$ cat config.mk
export PLATFORM = sky130hd
export DESIGN_NAME = branch_resolve_ctrl
export DESIGN_NICKNAME = d
export VERILOG_FILES = /design/src/rtl/branch_resolve_ctrl.sv
export SDC_FILE = /design/constraint.sdc
export NUM_CORES = 1
export LEC_CHECK = 0
export ABC_AREA = 1
export BUFFER_PORTS_ARGS = -buffer_cell sky130_fd_sc_hd__buf_2
export CAP_MARGIN = 0
export CORE_MARGIN = 1
export CORE_UTILIZATION = 45
export DETAILED_ROUTE_END_ITERATION = 12
export PLACE_DENSITY = 0.65
export RECOVER_POWER = 25
export SLEW_MARGIN = 20
export SYNTH_ARGS = -nofsm -noshare
export SYNTH_HDL_FRONTEND = slang
export SYNTH_SLANG_ARGS = --single-unit
$ cat constraint.sdc
create_clock -name clk -period 6 [get_ports clk]
set_clock_uncertainty 0.2 [all_clocks]
set_input_delay 0.3 -clock clk [delete_from_list [all_inputs] [get_ports clk]]
set_output_delay 0.3 -clock clk [all_outputs]
set_load 0.1 [all_outputs]
$ cat src/rtl/branch_resolve_ctrl.sv
// Branch resolution sequencer for the shared execute-stage comparator.
// Latches one branch, decodes the result, redirects and flushes on mispredict.
module branch_resolve_ctrl #(
  parameter int REG_WIDTH    = 32,
  parameter int PC_WIDTH     = 32,
  parameter int FLUSH_CYCLES = 2,
  parameter int CNT_WIDTH    = 16
) (
  input  logic                 clk,
  input  logic                 rst_n,
  input  logic                 req_valid,
  output logic                 req_ready,
  input  logic [2:0]           req_funct3,
  input  logic [REG_WIDTH-1:0] req_rs1,
  input  logic [REG_WIDTH-1:0] req_rs2,
  input  logic [PC_WIDTH-1:0]  req_pc,
  input  logic [PC_WIDTH-1:0]  req_target,
  input  logic                 req_pred_taken,
  input  logic                 kill,
  output logic                 cmp_br_un,
  output logic [REG_WIDTH-1:0] cmp_rs1,
  output logic [REG_WIDTH-1:0] cmp_rs2,
  input  logic                 cmp_br_eq,
  input  logic                 cmp_br_lt,
  output logic                 resolve_valid,
  output logic                 resolve_taken,
  output logic                 illegal_br,
  output logic                 redirect_valid,
  output logic [PC_WIDTH-1:0]  redirect_pc,
  output logic                 flush,
  output logic [CNT_WIDTH-1:0] branch_cnt,
  output logic [CNT_WIDTH-1:0] mispredict_cnt
);

  localparam logic [1:0] IDLE    = 2'd0;
  localparam logic [1:0] CMP     = 2'd1;
  localparam logic [1:0] RESOLVE = 2'd2;
  localparam logic [1:0] FLUSH   = 2'd3;

  localparam logic [31:0] FCNT_INIT =
    32'(FLUSH_CYCLES > 1 ? FLUSH_CYCLES - 2 : 0);

  logic [1:0]           state;
  logic [1:0]           state_nx;
  logic [2:0]           f3_q;
  logic [REG_WIDTH-1:0] rs1_q;
  logic [REG_WIDTH-1:0] rs2_q;
  logic [PC_WIDTH-1:0]  pc_q;
  logic [PC_WIDTH-1:0]  tgt_q;
  logic [PC_WIDTH-1:0]  rpc_q;
  logic [PC_WIDTH-1:0]  nxt_pc;
  logic                 pred_q;
  logic                 eq_q;
  logic                 lt_q;
  logic [31:0]          fcnt;
  logic                 taken;
  logic                 illegal;
  logic                 res;
  logic                 mis;

  always_comb begin
    taken   = 1'b0;
    illegal = 1'b0;
    unique case (1'b1)
      f3_q == 3'b000:        taken = eq_q;
      f3_q == 3'b001:        taken = !eq_q;
      f3_q[2] && !f3_q[0]:   taken = lt_q;
      f3_q[2] && f3_q[0]:    taken = !lt_q;
      default:               illegal = 1'b1;
    endcase
  end

  // Kill in RESOLVE wins over every pulse this cycle.
  assign res    = (state == RESOLVE) && !kill;
  assign mis    = res && (taken != pred_q);
  assign nxt_pc = taken ? tgt_q : pc_q + PC_WIDTH'(4);

  assign req_ready      = (state == IDLE);
  assign resolve_valid  = res;
  assign resolve_taken  = res && taken;
  assign illegal_br     = res && illegal;
  assign redirect_valid = mis;
  assign redirect_pc    = mis ? nxt_pc : rpc_q;
  assign flush          = mis || (state == FLUSH);

  assign cmp_rs1   = rs1_q;
  assign cmp_rs2   = rs2_q;
  assign cmp_br_un = f3_q[1];

  always_comb begin
    state_nx = state;
    unique case (state)
      IDLE:    if (req_valid) state_nx = CMP;
      CMP:     state_nx = kill ? IDLE : RESOLVE;
      RESOLVE: state_nx = (mis && FLUSH_CYCLES > 1) ? FLUSH : IDLE;
      FLUSH:   if (fcnt == 32'd0) state_nx = IDLE;
      default: state_nx = IDLE;
    endcase
  end

  always_ff @(posedge clk or negedge rst_n) begin
    if (!rst_n) begin
      state          <= IDLE;
      f3_q           <= '0;
      rs1_q          <= '0;
      rs2_q          <= '0;
      pc_q           <= '0;
      tgt_q          <= '0;
      pred_q         <= 1'b0;
      eq_q           <= 1'b0;
      lt_q           <= 1'b0;
      rpc_q          <= '0;
      fcnt           <= '0;
      branch_cnt     <= '0;
      mispredict_cnt <= '0;
    end else begin
      state <= state_nx;
      if (state == IDLE && req_valid) begin
        f3_q   <= req_funct3;
        rs1_q  <= req_rs1;
        rs2_q  <= req_rs2;
        pc_q   <= req_pc;
        tgt_q  <= req_target;
        pred_q <= req_pred_taken;
      end
      if (state == CMP) begin
        eq_q <= cmp_br_eq;
        lt_q <= cmp_br_lt;
      end
      if (mis) begin
        rpc_q <= nxt_pc;
        fcnt  <= FCNT_INIT;
      end else if (state == FLUSH && fcnt != 32'd0) begin
        fcnt <= fcnt - 32'd1;
      end
      if (res && branch_cnt != '1)
        branch_cnt <= branch_cnt + CNT_WIDTH'(1);
      if (mis && mispredict_cnt != '1)
        mispredict_cnt <= mispredict_cnt + CNT_WIDTH'(1);
    end
  end

endmodule

After elaboration in Yosys (flattened, before gate mapping)
Index checks and enable logic that the tools add are counted.
{"block": "classes", "addsub": 4, "n_mux": 11, "reduce_logical": 22, "eq_ne": 9}
{"op": "$mux W32", "count": 4}
{"op": "$add A16 B1 Y16 const B", "count": 2}
{"op": "$add A32 B3 Y32 const B", "count": 1}
{"op": "$logic_not A32 Y1", "count": 1}
{"op": "$ne A16 B16 Y1 const B", "count": 2}
{"op": "$reduce_bool A32 Y1", "count": 1}
{"op": "$sub A32 B1 Y32 const B", "count": 1}
{"op": "$logic_and A1 B1 Y1", "count": 10}
{"op": "$mux W2", "count": 4}
{"op": "$pmux W2 S4", "count": 1}
{"op": "$eq A2 B2 Y1 const B", "count": 2}
{"op": "$logic_not A1 Y1", "count": 4}
{"op": "$pmux W1 S4", "count": 1}
{"op": "$reduce_or A4 Y1", "count": 1}
{"op": "$eq A3 B1 Y1 const B", "count": 1}
{"op": "$logic_not A3 Y1", "count": 1}
{"op": "$eq A2 B1 Y1 const B", "count": 1}
{"op": "$logic_not A2 Y1", "count": 1}
{"op": "$ne A2 B1 Y1 const B", "count": 1}
{"op": "$ne A2 B2 Y1 const B", "count": 1}
{"op": "$reduce_and A2 Y1", "count": 1}
{"op": "$reduce_bool A2 Y1", "count": 1}
{"op": "$logic_or A1 B1 Y1", "count": 1}
{"op": "$mux W1", "count": 1}
{"op": "$ne A1 B1 Y1", "count": 1}
{"block": "word_totals", "regBits": 232, "wordCells": 59, "output_inout_bits": 135}

Logic depth before layout (Yosys ltp)
Gate-level depths: netlist (run 1).
{"block": "depth", "depth_word": 7, "mapped_depth": 11}

Least setup slack after synthesis (run 1)
Ideal clock, no wire load.
{"block": "synth_timing", "path_kind": "register to register", "from": "register state[0]", "to": "register rpc_q[21]", "setup_ns": 0.362, "t_arrival_ns": 4.562, "synth_period_minus_slack_ns": 5.124, "path_stages_with_launch": 6, "slack_ns": 0.876, "cell_sequence": "dfrtp_1 nor3_2 nand3_2 buf_4 nand2_1 a21boi_0"}
{"block": "synth_between", "elab_chain_cells": 4}
{"element": "start: declaration", "line_no": "43", "rtl": "logic [1:0] state;"}
{"element": "start signal: assignment", "line_no": "117", "rtl": "state <= state_nx;"}
{"element": "$eq A2 B2 Y1", "line_no": "74", "rtl": "assign res = (state == RESOLVE) && !kill;"}
{"element": "$logic_and A1 B1 Y1", "line_no": "74"}
{"element": "named net resolve_valid", "line_no": "25", "rtl": "output logic resolve_valid,"}
{"element": "$logic_and A1 B1 Y1", "line_no": "75", "rtl": "assign mis = res && (taken != pred_q);"}
{"element": "$mux W32"}
{"element": "named net redirect_pc[21]", "line_no": "29", "rtl": "output logic [PC_WIDTH-1:0] redirect_pc,"}
{"element": "end signal: assignment", "line_no": "131", "rtl": "rpc_q <= nxt_pc;"}
{"element": "end: declaration", "line_no": "50", "rtl": "logic [PC_WIDTH-1:0] rpc_q;"}
The timed path passes the listed nets, and every way through them passes these cells.
A chain may end at the register's enable or synchronous reset.

Worst setup path after layout (run 1)
{"block": "layout_timing", "from": "register f3_q[0]", "to": "output redirect_pc[9]"}
{"block": "layout_between", "elab_chain_cells": 6, "word_cells_on_any_way": 10, "cone_classes": "eq/ne (2); mux (3); reduce/logical (5)"}
{"element": "start: declaration", "line_no": "45", "rtl": "logic [2:0] f3_q;"}
{"element": "start signal: assignment", "line_no": "119", "rtl": "f3_q <= req_funct3;"}
{"element": "parallel branches: the longest is 2 deep, another holds $eq A3 B1 Y1"}
{"element": "$pmux W1 S4 *", "line_no": "64", "rtl": "unique case (1'b1)"}
{"element": "$ne A1 B1 Y1", "line_no": "75"}
{"element": "$logic_and A1 B1 Y1", "line_no": "75"}
{"element": "$mux W32 *"}
{"element": "end: declaration", "line_no": "29"}
Mark *: on every way between the ends.

==> results of run 1 <==
[repair_timing]
item / in CTS / in global routing
buffers inserted: 0 / 0
hold endpoints to repair: 223 / 0
hold buffers: 136 / 0
resized for setup: 0 / 0
[layout make-up]
class	instances	area share, %
clock inverter	11	0.872
inverter	68	1.68
multi-input combinational	940	33.8
timing repair buffer	412	17.9
sequential	232	38.2
clock buffer	35	4.89
tap	324	2.67
antenna	3	0.0494
[cells in the final DEF (no fill, tap or decap), types with 4 or more instances in the layout]
cell / count
nor3_1: 9
buf_2: 224
dfrtp_1: 232
clkbuf_16: 26
nand2_2: 4
o211ai_1: 9
dlygate4sd3_1: 136
nand4_1: 29
o21bai_1: 4
nor2_1: 177
xor2_1: 38
inv_1: 65
nand3b_1: 11
clkbuf_8: 6
o21ai_0: 21
ha_1: 4
xnor2_1: 12
clkinv_2: 7
mux2_2: 118
nand3_1: 74
clkbuf_1: 50
nand2_1: 384
a21oi_1: 17
o21ai_1: 8
or2_2: 4
[final timing paths]
check                                         end  slack [ns]  depth (start not counted)
worst max-delay path               redirect_pc[9]        2.30                         10
worst min-delay path                branch_cnt[7]        0.14                          2
worst max register to register  mispredict_cnt[2]        3.19                         10
worst min register to register           rpc_q[9]        0.27                          2
max in group asynchronous                pc_q[26]        4.26                          3
min in group clk                         rpc_q[9]        0.27                          2
[metal layers]
layer / GRT usage, % / up-vias / part of all wire, %
met4: 9.61 / 0 / 3.5
met3: 4.80 / 73 / 6.0
li1: - / 4961 / -
met1: 30.5 / 4812 / 41
met2: 45.3 / 359 / 50
met5: 0 / - / 0
[registers in the layout (all words and copies together), names as in the netlist]
name / flops
cmp_rs1: 32
cmp_rs2: 32
fcnt: 32
pc_q: 32
rpc_q: 32
tgt_q: 32
branch_cnt: 16
mispredict_cnt: 16
f3_q: 3
state: 2
eq_q: 1
lt_q: 1
pred_q: 1
[synthesized netlist by cell type]
| cell type | number | share of area [%] |
|---|---|---|
| nand2_1 | 385 | 13 |
| dfrtp_1 | 232 | 51 |
| nor2_1 | 177 | 5.8 |
| mux2_2 | 118 | 12 |
| nand3_1 | 74 | 3.2 |
| inv_1 | 65 | 2.1 |
| xor2_1 | 38 | 2.9 |
| nand4_1 | 29 | 1.6 |
| buf_2 | 27 | 1.2 |
| o21ai_0 | 21 | 0.92 |
| a21oi_1 | 17 | 0.74 |
| xnor2_1 | 12 | 0.92 |
| nand3b_1 | 11 | 0.72 |
| nor3_1 | 9 | 0.39 |
| o211ai_1 | 9 | 0.59 |
| o21ai_1 | 8 | 0.35 |
| clkbuf_1 | 7 | 0.23 |
| buf_4 | 4 | 0.26 |
| ha_1 | 4 | 0.44 |
| nand2_2 | 4 | 0.22 |
| o21bai_1 | 4 | 0.26 |
| or2_2 | 4 | 0.22 |
| buf_1 | 3 | 0.098 |
| buf_6 | 3 | 0.30 |
| inv_2 | 3 | 0.098 |
| nor2_2 | 3 | 0.16 |
| nor2_4 | 3 | 0.30 |
| a21boi_0 | 2 | 0.13 |
| nand3_2 | 2 | 0.18 |
| or2_0 | 2 | 0.11 |
| clkbuf_2 | 1 | 0.044 |
| nor2_8 | 1 | 0.18 |
| nor3_2 | 1 | 0.088 |
| nor3_4 | 1 | 0.14 |
| nor4_1 | 1 | 0.055 |
[critical path: stages, from the launching register on]
cell	delay, ns
dfrtp_1	0.40
inv_2	0.07
nand2_1	0.05
nand3_1	0.10
nand2_2	0.21
inv_2	0.72
o21ai_0	0.20
o21ai_0	0.24
nand2_1	0.08
nand2_1	0.10
buf_2	0.44
[through the flow]
step	setup slack, ns	utilization (%)	std cells	hold WS (ns)
4_1_cts	2.26	62.0	2022	0.189
2_1_floorplan	0.876	-	1285	-0.196
3_3_place_gp	2.92	52.9	1840	0.154
5_1_grt	2.00	61.8	2025	0.200
6_report	2.30	61.8	2025	0.137
3_5_place_dp	2.85	52.9	1840	0.163
[cell families (layout without fill, tap and decap cells)]
| group | Yosys count | count (layout) | share of synthesized area, % |
|---|---|---|---|
| buf+inv | 113 | 526 | 4.34 |
| mux | 118 | 118 | 11.6 |
| compound gates | 61 | 61 | 3.00 |
| fa+ha+maj | 4 | 4 | 0.438 |
| xor+xnor | 50 | 50 | 3.83 |
| other cells | 0 | 3 | 0 |
| simple gates | 707 | 707 | 26.0 |
| flops | 232 | 232 | 50.8 |
==> metrics.md, run 1 <==
| Metric | Value |
|---|---|
| Area grow syn2layout | 33.0% |
| Synth Register Bits | 232 |
| Total Routed Length | 32,800 um |
| CP required | ~5.5 ns |
| Count of input and output buffers | roughly 270 |
| Worst Tran Pin Value | ~1.2 ns |
| Largest net degree at the start of global routing | 145 |
| Relative slew slack | 18.4% |
| Post-place instance area | 0.0130 sq mm |
| Htree depth | 1 |
| Routed via count | a little over 10,000 |
| Initial core utilization | 46.5% |
| Cell Area, Synth | 0.0114 sq mm |
| Gpl congestion | 0.922 |
| Grt total ovfl | 0 |
| Share of cells above drive strength 1 | about a quarter |
| Setup CP Type | flop to primary output |
| Clock Pin Slew Worst Setup and Hold Paths | 0.06 ns |
| Crit path from | f3_q[0] |
| Synth Warn # | 0 |
| DRT Pass-1 Iters | 5 |
| Synthesized net count | ~1,400 |
| DR iter-0 viols | 690 |
| Multi-input combinational cell area | around 0.005 sq mm |
| Remaining antenna violation count | 0 |
| Syn Inst Count | 1,285 |
| Nets | 1,822 |
| Via density | 5.04 |
| Row cnt | 57 |
| Avg WL per Cell | about 16 um |
| Post-route DRC | 0 |
| Worst r2r src | f3_q[0] |
| CP max FO | 51 |
| RSZ-0062 raised after global routing | no |
| Post-route minimum period | ~3.7 ns |
| Status | complete, no violations |
| Crit. End Element | primary output |
| Io pins | 273 |
| Seq/Total Area, Yosys | 50.8% |
| Slew Viols, Final | 0 |
| Final Cycle Share | 61.7% |
| Post-route cell area | 0.0152 sq mm |
| First-pass GRT wire length | between 50,000 and 60,000 um |
| DP Wirelength | approximately 21,000 um |
| Die area | 0.0261 sq mm |
| Clock buffer depth | 3 |
| Class of the worst hold path | primary input to async pin |
| Die Span Y | 161 um |
| Max Fclk | 270 MHz |
| Final setup TNS | 0 ns |
| Tot GR Track Use | 25.5% |
| Syn_area_per_cell | 8.90 sq um |
| Die width | around 160 um |
| CP Launch Type | flop |
| Worst skew pair latency | 0.55 ns |
| Final Hold Fails | 0 |
| Final setup fails | 0 |
| Vias in the first global route | 10,600 |
| Max cap viols | 0 |
| Synth cell types | 35 |
| Number of buffers created by CTS | 26 |
| Core Area | 0.0246 sq mm |
| CTS tree | done |
| Worst Path Arrival | roughly 3.2 ns |
| Register area | 0.00581 sq mm |
| Clock sinks | about 230 |
| CTS Root Cell | clkbuf_16 |
| Initial antenna violation count | 3 |
| Fill count | 2,112 |
Power of run 1 is left out: the tool's default activity adds up to more than one toggle a clock period on the data nets, which glitch-free logic cannot reach.
==> inputs of run 2 (changes only) <==
PLACE_DENSITY = 0.68   (was 0.65)
clock period = 3.33 ns   (was 6 ns; I/O delays follow)
==> run 2 against run 1 <==
Routed wire length shrank 1.2%. Register-to-register slack got worse by 2.5 ns. Critical endpoint is now redirect_pc[30]. The run now ends with capacitance limit, slew limit left. Die area unchanged. Setup slack worse by 2.1 ns. Clock-buffer cell count up 2. First-iteration DRC count down 28%. Hold slack worse by 0.071 ns. Cell count grew 0.44%. Core utilization up 2.1 points. Design area grew 3.4%. Global-route usage shrank 0.26 points. Largest cell class unchanged. Critical path type unchanged. Via count is 0.23% higher.
==> metrics.md, run 2 (synthesis results as in run 1) <==
| Metric | Value |
|---|---|
| Status | finished with violations |
| Failing checks | capacitance limit, slew limit |
| Critical Path Slowest Stage Cell | dfrtp_1 |
| Leading cell type in the layout, fill and taps excluded | nand2_1 |
| Routed via count | 10,200 (+0.23%) |
| R2R cell count | 11 (+1) |
| First-pass GRT wire length | 53,300 um (+0.51%) |
| CP max FO | 9 (-82%) |
| Tot GR Track Use | 25.2% (-0.26 points) |
| RSZ-0062 raised after global routing | no |
| CP Cell Sequence | ha_1 > nand3_1 > nor2_1 > nand3b_1 > nand3_1 > nand2_1 > nand2_1 > buf_2 |
| Die area | 0.0261 sq mm (unchanged) |
| Post-route cell area | 0.0157 sq mm (+3.4%) |
| Setup ws final | 0.216 ns (-2.08 ns) |
| Gpl congestion | 0.910 (-1.2%) |
| Via density | 5.03 (-0.22%) |
| Post-place instance area | 0.0135 sq mm (+4.0%) |
| Initial antenna violation count | 4 (+1) |
| Final Cycle Share | 93.5% |
| Slew Viols, Final | 129 (+129) |
| Die Span Y | 161 um (unchanged) |
| Setup CP Type | flop to primary output |
| Count of input and output buffers | 272 (unchanged) |
| CP required | 2.96 ns (-2.54 ns) |
| Vias in the first global route | 10,300 (-2.2%) |
| DRT Pass-1 Iters | 5 (unchanged) |
| Max cap viols | 2 (+2) |
| Total Routed Length | 32,400 um (-1.2%) |
| Post-route minimum period | 3.11 ns |
| Top delay family on crit path | simple AND/OR/NAND/NOR gates |
| Largest stage delay on the critical path | 0.50 ns (-0.22 ns) |
| Avg WL per Cell | 16.0 um (-1.7%) |
| Area grow syn2layout | 37.5% |
| Die width | 161 um (unchanged) |
| Hold-critical path depth | 3 |
| Remaining antenna violation count | 0 (unchanged) |
| Nets | 1,832 (+0.55%) |
| Largest net degree at the start of global routing | 68 (-53%) |
| DR iter-0 viols | 498 (-28%) |
| Clock Pin Slew Worst Setup and Hold Paths | 0.06 ns (about the same) |
| Core Area | 0.0246 sq mm (unchanged) |
| Relative slew slack | -2.58% (-21 points) |
| Final Hold Fails | 0 (unchanged) |
| Cell depth of the worst setup path | 8 (-2) |
| Worst Tran Pin Value | 1.54 ns (+0.310 ns) |
| Max Fclk | 321 MHz |
| Dpl ws | 0.730 ns (-2.12 ns) |
| CTS tree | done |
| Commonest non-fill, non-tap cells in the layout | 379 x nand2_1, 236 x buf_2, 232 x dfrtp_1 |
| Grt total ovfl | 0 (unchanged) |
| Initial core utilization | 46.5% (unchanged) |
| Dpl cells | 1,848 (+0.43%) |
| Final core utilization | 63.9% (+2.1 points) |
| Htree depth | 1 (unchanged) |
| CP Launch Type | flop |
| Clock sinks | 232 (unchanged) |
| CTS Root Cell | clkbuf_16 |
| Final non-filler cell total | 2,034 (+0.44%) |
| Share of cells above drive strength 1 | 27.1% (+2.8 points) |
| CP Buf/Inv Count | 1 (-2) |
| Crit. End Element | primary output |
| Class of the worst hold path | primary input to flop |
| Post-route DRC | 0 (unchanged) |
| Clock buffer depth | 3 (unchanged) |
| Worst Path Arrival | 2.75 ns (-0.45 ns) |
| Io pins | 273 (unchanged) |
| Row cnt | 57 (unchanged) |
| Final setup fails | 0 (unchanged) |
| DP Wirelength | 21,100 um (-1.5%) |
| Worst skew pair latency | 0.55 ns (about the same) |
| Number of buffers created by CTS | 26 (unchanged) |
## run 2: changes by cell type in the layout (fill, tap and decap cells not counted), sizes merged, moves of 2 or more
cell and delta:
clkbuf -34, dlygate4sd3 +2, clkinv -2, buf +44
## run 2: final timing paths
check	endpoint	slack, ns	startpoint
max	redirect_pc[30]	0.22	pc_q[2]
min	state[0]	0.07	req_valid
max reg2reg	mispredict_cnt[15]	0.71	f3_q[0]
min reg2reg	rpc_q[31]	0.28	rpc_q[31]
max in group asynchronous	mispredict_cnt[5]	0.62	rst_n
min in group asynchronous	branch_cnt[13]	0.46	rst_n
## run 2: area by class of cell
type / count / area, sq um
Multi-Input combinational cell: 940 / 5180
Clock inverter: 7 / 85.1
Fill cell: 1955 / 8880
Clock buffer: 37 / 742
Tap cell: 324 / 405
Timing Repair Buffer: 422 / 3240
Antenna cell: 4 / 10.0
Sequential cell: 232 / 5810
Inverter: 68 / 258
## run 2: stage by stage
step / hold slack [ns] / TNS [ns]
2_1_floorplan: -0.329 / -0.103
6_report: 0.0658 / 0
3_5_place_dp: -0.0370 / 0
4_1_cts: 0.0448 / 0
5_1_grt: 0.114 / 0
3_3_place_gp: -0.0409 / 0
## run 2: worst min-delay path, cell delays in order
cell and delay, ns:
buf_2 0.10, nand2_4 0.30, nand2_1 0.17
## run 2: routing by layer
layer / part of all wire, % / up-vias / GRT usage (%)
li1: - / 4988 / -
met1: 42 / 4881 / 32.5
met2: 50 / 302 / 43.6
met3: 5.2 / 57 / 4.67
met4: 2.5 / 0 / 6.35
met5: 0 / - / 0
## run 2: what timing repair did
item	4_1_cts	5_1_grt
resized for setup	0	3
buffers inserted	0	0
endpoints found under the setup margin	0	6
endpoints found under the hold margin	365	0
hold buffers	138	0
Power of run 2 is left out for the same reason.
